### config.mk
export PLATFORM = sky130hd
export DESIGN_NAME = i_cache_fill_ctrl
export DESIGN_NICKNAME = d
export VERILOG_FILES = /design/src/rtl/i_cache_fill_ctrl.sv
export SDC_FILE = /design/constraint.sdc
export NUM_CORES = 1
export LEC_CHECK = 0
export BUFFER_PORTS_ARGS = -buffer_cell sky130_fd_sc_hd__clkbuf_2
export CAP_MARGIN = 15
export CORE_AREA = 8 8 154 156
export DETAILED_ROUTE_END_ITERATION = 16
export DIE_AREA = 0 0 162 164
export GPL_TIMING_DRIVEN = 0
export PLACE_DENSITY = 0.73
export SETUP_SLACK_MARGIN = 0.2
export SLEW_MARGIN = 10
export SYNTH_ARGS = -nofsm -noshare
export SYNTH_HDL_FRONTEND = slang
export SYNTH_SLANG_ARGS = --single-unit
### constraint.sdc
create_clock -name clk -period 7.9 [get_ports clk]
set_input_delay 0.395 -clock clk [delete_from_list [all_inputs] [get_ports clk]]
set_output_delay 0.395 -clock clk [all_outputs]
set_load 0.02 [all_outputs]
### src/rtl/i_cache_fill_ctrl.sv
// i_cache_fill_ctrl
//   Miss/fill sequencer for the fully associative instruction cache.
//   Takes a miss from the lookup stage and issues a single line fill towards
//   i_mem. It captures the matching response and writes the line into the
//   victim way through the shared tag/valid/data write port.
//   The victim is the first invalid way, otherwise the pseudo-LRU choice.
//   This block owns the valid vector and the PLRU tree, and performs
//   invalidate-all on flush.
//
// Ports
//   clk, rst            clock, asynchronous active-high reset
//   miss_valid/address  miss from lookup (ignored while busy)
//   hit_valid/hit_way   lookup hit, touches PLRU in any state
//   flush               invalidate all lines
//   fill_req_*          valid/ready request to i_mem, line-aligned address
//   fill_rsp_*          returned line; only a tag match is accepted
//   wr_en/way/tag/data  one-cycle array write strobe and payload
//   valid_vec           per-way valid bits
//   busy                fill in progress
//
// Optional: define I_CACHE_FILL_PERF_EN to add the saturating counters
//   perf_miss_cnt and perf_fill_cycles.
module i_cache_fill_ctrl #(
  parameter int unsigned WAYS_NUM          = 16,
  parameter int unsigned CL_WIDTH          = 128,
  parameter int unsigned TAG_ADDRESS_WIDTH = 28,
  parameter int unsigned PLRU_BITS         = WAYS_NUM - 1
) (
  input  logic                          clk,
  input  logic                          rst,
  input  logic                          miss_valid,
  input  logic [31:0]                   miss_address,
  input  logic                          hit_valid,
  input  logic [$clog2(WAYS_NUM)-1:0]   hit_way,
  input  logic                          flush,
  output logic                          fill_req_valid,
  input  logic                          fill_req_ready,
  output logic [31:0]                   fill_req_address,
  input  logic                          fill_rsp_valid,
  input  logic [31:0]                   fill_rsp_address,
  input  logic [CL_WIDTH-1:0]           fill_rsp_data,
  output logic                          wr_en,
  output logic [$clog2(WAYS_NUM)-1:0]   wr_way,
  output logic [TAG_ADDRESS_WIDTH-1:0]  wr_tag,
  output logic [CL_WIDTH-1:0]           wr_data,
  output logic [WAYS_NUM-1:0]           valid_vec,
  output logic                          busy
`ifdef I_CACHE_FILL_PERF_EN
  ,
  output logic [31:0]                   perf_miss_cnt,
  output logic [31:0]                   perf_fill_cycles
`endif
);

  localparam int unsigned WAY_W  = $clog2(WAYS_NUM);
  localparam int unsigned NODE_W = $clog2(PLRU_BITS);

  typedef enum logic [1:0] {IDLE, REQ, WAIT_RSP, WRITE} state_t;

  state_t                         state_q, state_d;
  logic [TAG_ADDRESS_WIDTH-1:0]   tag_q, tag_d;
  logic [WAY_W-1:0]               victim_q, victim_d;
  logic [CL_WIDTH-1:0]            line_q, line_d;
  logic                           drop_q, drop_d;
  logic [WAYS_NUM-1:0]            valid_q, valid_d;
  logic [PLRU_BITS-1:0]           plru_q, plru_d;
  logic [WAY_W-1:0]               victim_sel;
  logic                           free_found;
  logic                           commit;
  logic                           unused_addr_bits;

  assign unused_addr_bits = ^{miss_address[3:0], fill_rsp_address[3:0]};

  // Walk from the root: a 0 bit selects the lower half, a 1 the upper half.
  function automatic logic [WAY_W-1:0] plru_victim(input logic [PLRU_BITS-1:0] t);
    logic [NODE_W-1:0] node;
    logic [WAY_W-1:0]  r;
    node = '0;
    r    = '0;
    for (int unsigned l = 0; l < WAY_W; l++) begin
      r    = (r << 1) | WAY_W'(t[node]);
      node = NODE_W'(2 * int'(node) + 1 + int'(t[node]));
    end
    return r;
  endfunction

  // Every node on the path of w is set to point away from w.
  function automatic logic [PLRU_BITS-1:0] plru_touch(input logic [PLRU_BITS-1:0] t,
                                                       input logic [WAY_W-1:0]     w);
    logic [NODE_W-1:0]    node;
    logic [WAY_W-1:0]     ws;
    logic                 b;
    logic [PLRU_BITS-1:0] r;
    r    = t;
    ws   = w;
    node = '0;
    for (int unsigned l = 0; l < WAY_W; l++) begin
      b       = ws[WAY_W-1];
      ws      = ws << 1;
      r[node] = ~b;
      node    = NODE_W'(2 * int'(node) + 1 + int'(b));
    end
    return r;
  endfunction

  always_comb begin
    victim_sel = plru_victim(plru_q);
    free_found = 1'b0;
    for (int unsigned i = 0; i < WAYS_NUM; i++) begin
      if (!free_found && !valid_q[i]) begin
        victim_sel = WAY_W'(i);
        free_found = 1'b1;
      end
    end
  end

  always_comb begin
    state_d        = state_q;
    tag_d          = tag_q;
    victim_d       = victim_q;
    line_d         = line_q;
    drop_d         = drop_q;
    valid_d        = valid_q;
    plru_d         = plru_q;
    commit         = 1'b0;
    fill_req_valid = 1'b0;

    case (state_q)
      IDLE: begin
        if (miss_valid && !flush) begin
          state_d  = REQ;
          tag_d    = miss_address[31:4];
          victim_d = victim_sel;
          drop_d   = 1'b0;
        end
      end
      REQ: begin
        fill_req_valid = 1'b1;
        if (fill_req_ready) state_d = WAIT_RSP;
      end
      WAIT_RSP: begin
        if (fill_rsp_valid && fill_rsp_address[31:4] == tag_q) begin
          line_d  = fill_rsp_data;
          state_d = WRITE;
        end
      end
      WRITE: begin
        commit  = !drop_q && !flush;
        drop_d  = 1'b0;
        state_d = IDLE;
      end
      default: state_d = IDLE;
    endcase

    // Hit touch first, then fill touch, so the fill owns shared nodes;
    // flush overrides both.
    if (hit_valid) plru_d = plru_touch(plru_d, hit_way);
    if (commit) begin
      plru_d            = plru_touch(plru_d, victim_q);
      valid_d[victim_q] = 1'b1;
    end
    if (flush) begin
      plru_d  = '0;
      valid_d = '0;
      // An in-flight fill still finishes its handshake but must not write.
      if (state_q == REQ || state_q == WAIT_RSP) drop_d = 1'b1;
    end
  end

  always_ff @(posedge clk or posedge rst) begin
    if (rst) begin
      state_q  <= IDLE;
      tag_q    <= '0;
      victim_q <= '0;
      line_q   <= '0;
      drop_q   <= 1'b0;
      valid_q  <= '0;
      plru_q   <= '0;
    end else begin
      state_q  <= state_d;
      tag_q    <= tag_d;
      victim_q <= victim_d;
      line_q   <= line_d;
      drop_q   <= drop_d;
      valid_q  <= valid_d;
      plru_q   <= plru_d;
    end
  end

  assign fill_req_address = {tag_q, 4'b0000};
  assign wr_en            = commit;
  assign wr_way           = victim_q;
  assign wr_tag           = tag_q;
  assign wr_data          = line_q;
  assign valid_vec        = valid_q;
  assign busy             = (state_q != IDLE);

`ifdef I_CACHE_FILL_PERF_EN
  always_ff @(posedge clk or posedge rst) begin
    if (rst) begin
      perf_miss_cnt    <= '0;
      perf_fill_cycles <= '0;
    end else if (flush) begin
      perf_miss_cnt    <= '0;
      perf_fill_cycles <= '0;
    end else begin
      if (state_q == IDLE && state_d == REQ && perf_miss_cnt != '1)
        perf_miss_cnt <= perf_miss_cnt + 32'd1;
      if (busy && perf_fill_cycles != '1)
        perf_fill_cycles <= perf_fill_cycles + 32'd1;
    end
  end
`endif

endmodule

-- Word level (Yosys, flattened, before mapping)
Cells that the tools add are included.
- register bits after elaboration: 194
- word-level logic and storage cells: 195
- output and inout bits: 211
- bits of input ports: 203
- reductions and logical operators: 64
- multiplexer cells: 72
- eq/ne operators: 7
- add/subtract/negate cells: 15
- magnitude comparators: 17
- bitwise logic cells: 12
- operators by type and width (kind ; number):
    15-bit bitwise mux ; 6
    4-bit two-way mux ; 16
    15-bit two-way mux ; 3
    4-bit by 5-bit < comparator with 1-bit output, second input constant ; 7
    16-bit two-way mux ; 2
    1-bit logical NOT ; 31
    1-bit two-way mux ; 30
    1-bit demux with 4-bit select ; 7
    28-bit == test ; 1
    1-bit logical AND ; 25
    4-bit by 1-bit adder with 4-bit output ; 6
    4-bit by 1-bit >= comparator with 1-bit output, second input constant ; 5
    16-bit OR ; 1
    2-bit by 5-bit < comparator with 1-bit output, second input constant ; 3
    3-bit by 1-bit adder with 4-bit output, second input constant ; 3
    4-bit by 1-bit adder with 4-bit output, second input constant ; 3
    1-bit binary-select mux with 4-bit select ; 3
    1-bit inverter ; 8
    2-bit case mux with 4 select lines ; 1
    1-bit by 1-bit adder with 2-bit output, first input constant ; 3
    2-bit two-way mux ; 3
    2-bit inequality test, second input constant ; 3
    2-bit == test, second input constant ; 2
    2-bit by 1-bit >= comparator with 1-bit output, second input constant ; 2
    other kinds (11) ; 13

-- Longest topological paths before layout
- depth after elaboration: 45
- gate-level depth with buffers: 11
- depth with buffers taken out: 10

-- Least setup slack after synthesis
No wires, ideal clock.
- kind: register -> register
- from: reg victim_q[2], in the netlist wr_way[2]
- to: reg plru_q[0]
- cell stages (with the launch flop): 9
- setup slack: 5428 ps
- buffers on the path: 2
- data required time: 7779 ps
- arrival: 2351 ps
- setup time: 121 ps
- path through: dfrtp_1 > clkbuf_1 > inv_1 > ha_1 > clkbuf_1 > xnor2_1 > nor3_1 > mux2i_1 > a22o_1
- cells in the longest elaborated chain, start to end: 10
- elaborated cells between the ends (all ways): 19
- classes of those cells: add/sub: 3; order compare: 4; mux: 9; bitwise: 1; reduce/logical: 2
- RTL lines (element ; line ; source):
    from (decl) ; 62 ; logic [WAY_W-1:0] victim_q, victim_d;
    from (signal assigned) ; 182 ; victim_q <= victim_d;
    4-bit by 1-bit adder with 4-bit output (3 in series) ; 101 ; node = NODE_W'(2 * int'(node) + 1 + int'(b));
    4-bit by 5-bit < comparator with 1-bit output (not written as such) or 4-bit by 1-bit >= comparator with 1-bit output (tied branches) ; 100 ; r[node] = ~b;
    1-bit logical AND (not written as such) ; 100 ;
    1-bit two-way mux (not written as such) ; 100 ;
    1-bit demux with 4-bit select ; 100 ;
    15-bit bitwise mux * ; 100 ;
    15-bit two-way mux * ; 158 ; if (commit) begin
    15-bit two-way mux * ; 162 ; if (flush) begin
    to (signal assigned) ; 186 ; plru_q <= plru_d;
    to (decl) ; 66 ; logic [PLRU_BITS-1:0] plru_q, plru_d;
Mark *: on every way between the ends. The rest lies on a longest branch, timed or not.
A chain may end at the register's enable or synchronous reset.

-- Final worst setup path
Same ends and word-level chain as after synthesis.

==> results.py <==
metrics = {
    "status": {
        "outcome": "finished, final reports clean",
    },
    "timing": {
        "hold_viol_final": 0,
        "clock.fmax_mhz": 340,
        "finalSetupViolCount": 0,
        "slew_headroom": 0.503,
        "finClkSkew_ns": 0.0171,
        "layout_min_cycle_time_ns": 2.94,
        "worstMarginPinSlew_ns": 0.740,
        "holdWs_ns": 0.0407,
        "fin_crit_sh": 0.373,
        "rsz0062_at_grt": "false",
        "drv_slew": 0,
    },
    "global_route": {
        "antenna_found_initial": 2,
        "grt_max_degree": 110,
        "grtUsageTotal": 0.225,
        "overflow": 0,
        "grt_first_pass_wirelength_mm": 46.4,
        "grt_pass1_vias": 8139,
    },
    "place": {
        "placed_area_um2": 11800,
        "dp.cells": 1531,
        "dpl.hpwl_mm": 24.8,
        "io_buffers": 398,
        "gp_congestion": 0.921,
    },
    "finish": {
        "final_cell_mix": "clkbuf_2, dfrtp_1, mux2_2",
        "final_common_cell": "clkbuf_2",
        "final_cell_area_um2": 12500,
        "area_growth_pct": 31.8,
        "fin_cells": 1564,
        "nets": 1494,
        "fill_cells": 1822,
        "drive_above_1_share": 0.480,
    },
    "clocking": {
        "cts_tree": "built",
        "clockRootBuffer": "clkbuf_16",
        "cts_buffers": 17,
        "clk_latency_ns": 0.43,
        "cts_resized": 0,
        "clock_path_buffers": 2,
        "path_clk_slew_ns": 0.08,
        "clock_sink_count": 194,
        "cts_setup_buffers": 0,
        "cts_hold_buf": 0,
        "h-tree-depth": 4,
    },
    "drt": {
        "vias_per_cell": 5.11,
        "drt-wirelength-per-cell_um": 19.8,
        "routed_wl_mm": 30.9,
        "detail-route-antenna-nets": 0,
        "drc": 0,
        "dr.pass1.iters": 5,
        "drtIter0Drc": 551,
        "vias": 7986,
    },
    "synth": {
        "synth-edff-count": 0,
        "synth_area_um2": 9450,
        "yosysSeqAreaShare": 0.514,
        "yosysWarnings": 0,
        "syn_avg_cell_area_um2": 11.1,
        "synth.ff_latch_count": 194,
        "synthArstFlopShare": 1.00,
        "syn_inst": 849,
        "yosysUniqueCellTypes": 55,
        "synthFlopType": "dfrtp_1",
    },
    "critical_path": {
        "end_kind": "register",
        "crit_buf_inv": 3,
        "cp_cell_sequence": "clkbuf_1, inv_1, ha_1, clkbuf_1, xnor2_1, nor3_1, mux2i_1, a22o_1",
        "arrival_ns": 3.26,
        "critical_path_class": "register to register",
        "rr_endpoint": "plru_q[0]$_DFFE_PP0P_",
        "critPathLaunchType": "register",
        "critPathMostFrequentCell": "clkbuf_1",
        "crit_fanout": 10,
        "cp_slowest_cell": "xnor2_1",
        "r2r_slack_ns": 4.96,
        "slowest_delay_ns": 0.64,
        "required_ns": 8.22,
        "reg2regPathDepth": 8,
        "crit_family": "buffers and inverters",
        "timing.rr.start": "wr_way[2]$_DFFE_PP0P_",
    },
    "floorplan": {
        "dieArea_um2": 26600,
        "fp.dieH_um": 164,
        "core_area_um2": 21400,
        "num_rows": 54,
        "fp.dieW_um": 162,
        "start_util": 0.443,
        "ios": 414,
    },
    "pwr": {
        "cellLeakagePower_nw": 6.88,
        "switchingPower_mw": 1.25,
        "power_mw": 3.19,
        "internal_power_mw": 1.94,
        "ir_drop_v": 0.000181,
        "p_per_area_nw_per_um2": 256,
        "swShare": 0.391,
        "power_frac_comb": 0.342,
        "sequentialPowerShare": 0.384,
        "pwr-share-clk": 0.275,
    },
    "hold_path": {
        "hold_class": "input port to async pin",
    },
    "flow_run": {
        "drv_cap": 0,
    },
}
[logic make-up after synthesis]
logic type / share of synthesized area
flops: 0.514
other cells: 0.000397
xor+xnor: 0.0306
buf+inv: 0.0625
simple gates: 0.117
compound gates: 0.0743
mux: 0.174
fa+ha+maj: 0.0278
[through the flow]
step           worst slack (ns)  utilization  TNS, ns
4_1_cts                    5.00        0.583        0
5_1_grt                    4.70        0.583        0
2_1_floorplan              2.22            -        0
3_3_place_gp            -0.0236        0.553    -2.31
6_report                   4.96        0.583        0
3_5_place_dp               5.03        0.554        0
[flip-flops by register name, indices dropped and copies added (netlist names)]
register / cells
valid_vec: 16
state_q: 2
drop_q: 1
wr_way: 4
wr_data: 128
plru_q: 15
wr_tag: 28
[per-layer routing]
| metal | vias up | global-route usage | wire [µm] |
|---|---|---|---|
| met2 | 341 | 0.388 | 15600 |
| met4 | 2 | 0.0863 | 931 |
| met3 | 45 | 0.0662 | 2470 |
| met1 | 3849 | 0.262 | 11900 |
| li1 | 3749 | - | - |
| met5 | - | 0 | 13 |
[worst max path at each step]
stage	cells after the start	slack, ns	start	endpoint
floorplan	1	2.22	rst	drop_q$_DFF_PP0_
global placement	2	-0.02	rst	wr_data[24]$_DFFE_PP0P_
detailed placement	8	5.03	wr_way[2]$_DFFE_PP0P_	plru_q[0]$_DFFE_PP0P_
CTS	8	5.00	wr_way[2]$_DFFE_PP0P_	plru_q[0]$_DFFE_PP0P_
global route	8	4.70	wr_way[2]$_DFFE_PP0P_	plru_q[8]$_DFF_PP0_
finish	8	4.96	wr_way[2]$_DFFE_PP0P_	plru_q[0]$_DFFE_PP0P_
[cell usage after synthesis (2+ instances only)]
cell type,n,area (µm²)
o2111ai_1,2,17.5
nor3_1,20,100
nand2_1,120,450
clkbuf_1,25,93.8
a22oi_1,2,15.0
nand3_1,8,40.0
nand4_1,12,75.1
a32oi_1,2,17.5
buf_4,32,240
o211ai_1,3,22.5
a31oi_1,4,25.0
o221ai_1,2,17.5
nor2_1,53,199
buf_1,2,7.51
inv_1,18,67.6
mux2i_1,12,120
a211oi_1,8,60.1
a21oi_1,46,230
a221oi_1,2,17.5
mux2_2,135,1520
buf_6,6,67.6
o21bai_1,2,15.0
clkbuf_8,8,110
nor4_1,9,56.3
o31ai_1,5,37.5
xnor2_1,10,87.6
nor3b_1,3,22.5
nor2b_1,6,37.5
ha_1,21,263
o21ai_0,19,95.1
a22o_1,2,17.5
nand2b_1,10,62.6
xor2_1,23,201
a32o_1,3,30.0
dfrtp_1,194,4850
[final cells by class]
class,instances,area (µm²),area share
well taps,280,350,0.0281
plain buffers,73,519,0.0417
diodes,1,2.50,0.000201
flip-flops and latches,194,4850,0.390
clock buffers,18,429,0.0345
multi-input cells,566,4020,0.322
inverters,19,78.8,0.00633
clock inverters,14,185,0.0149
repair buffers,399,2020,0.162
[power groups by stage]
stage | clock network, mW | registers (mW) | logic [mW]
2_1_floorplan | 0 | 1.30 | 0.659
3_3_place_gp | 0 | 1.24 | 1.07
3_5_place_dp | 0 | 1.24 | 1.09
4_1_cts | 0.894 | 1.22 | 1.10
5_1_grt | 0.935 | 1.24 | 1.20
6_report | 0.877 | 1.22 | 1.09
Note: power is estimated with default switching activity, not from simulation.
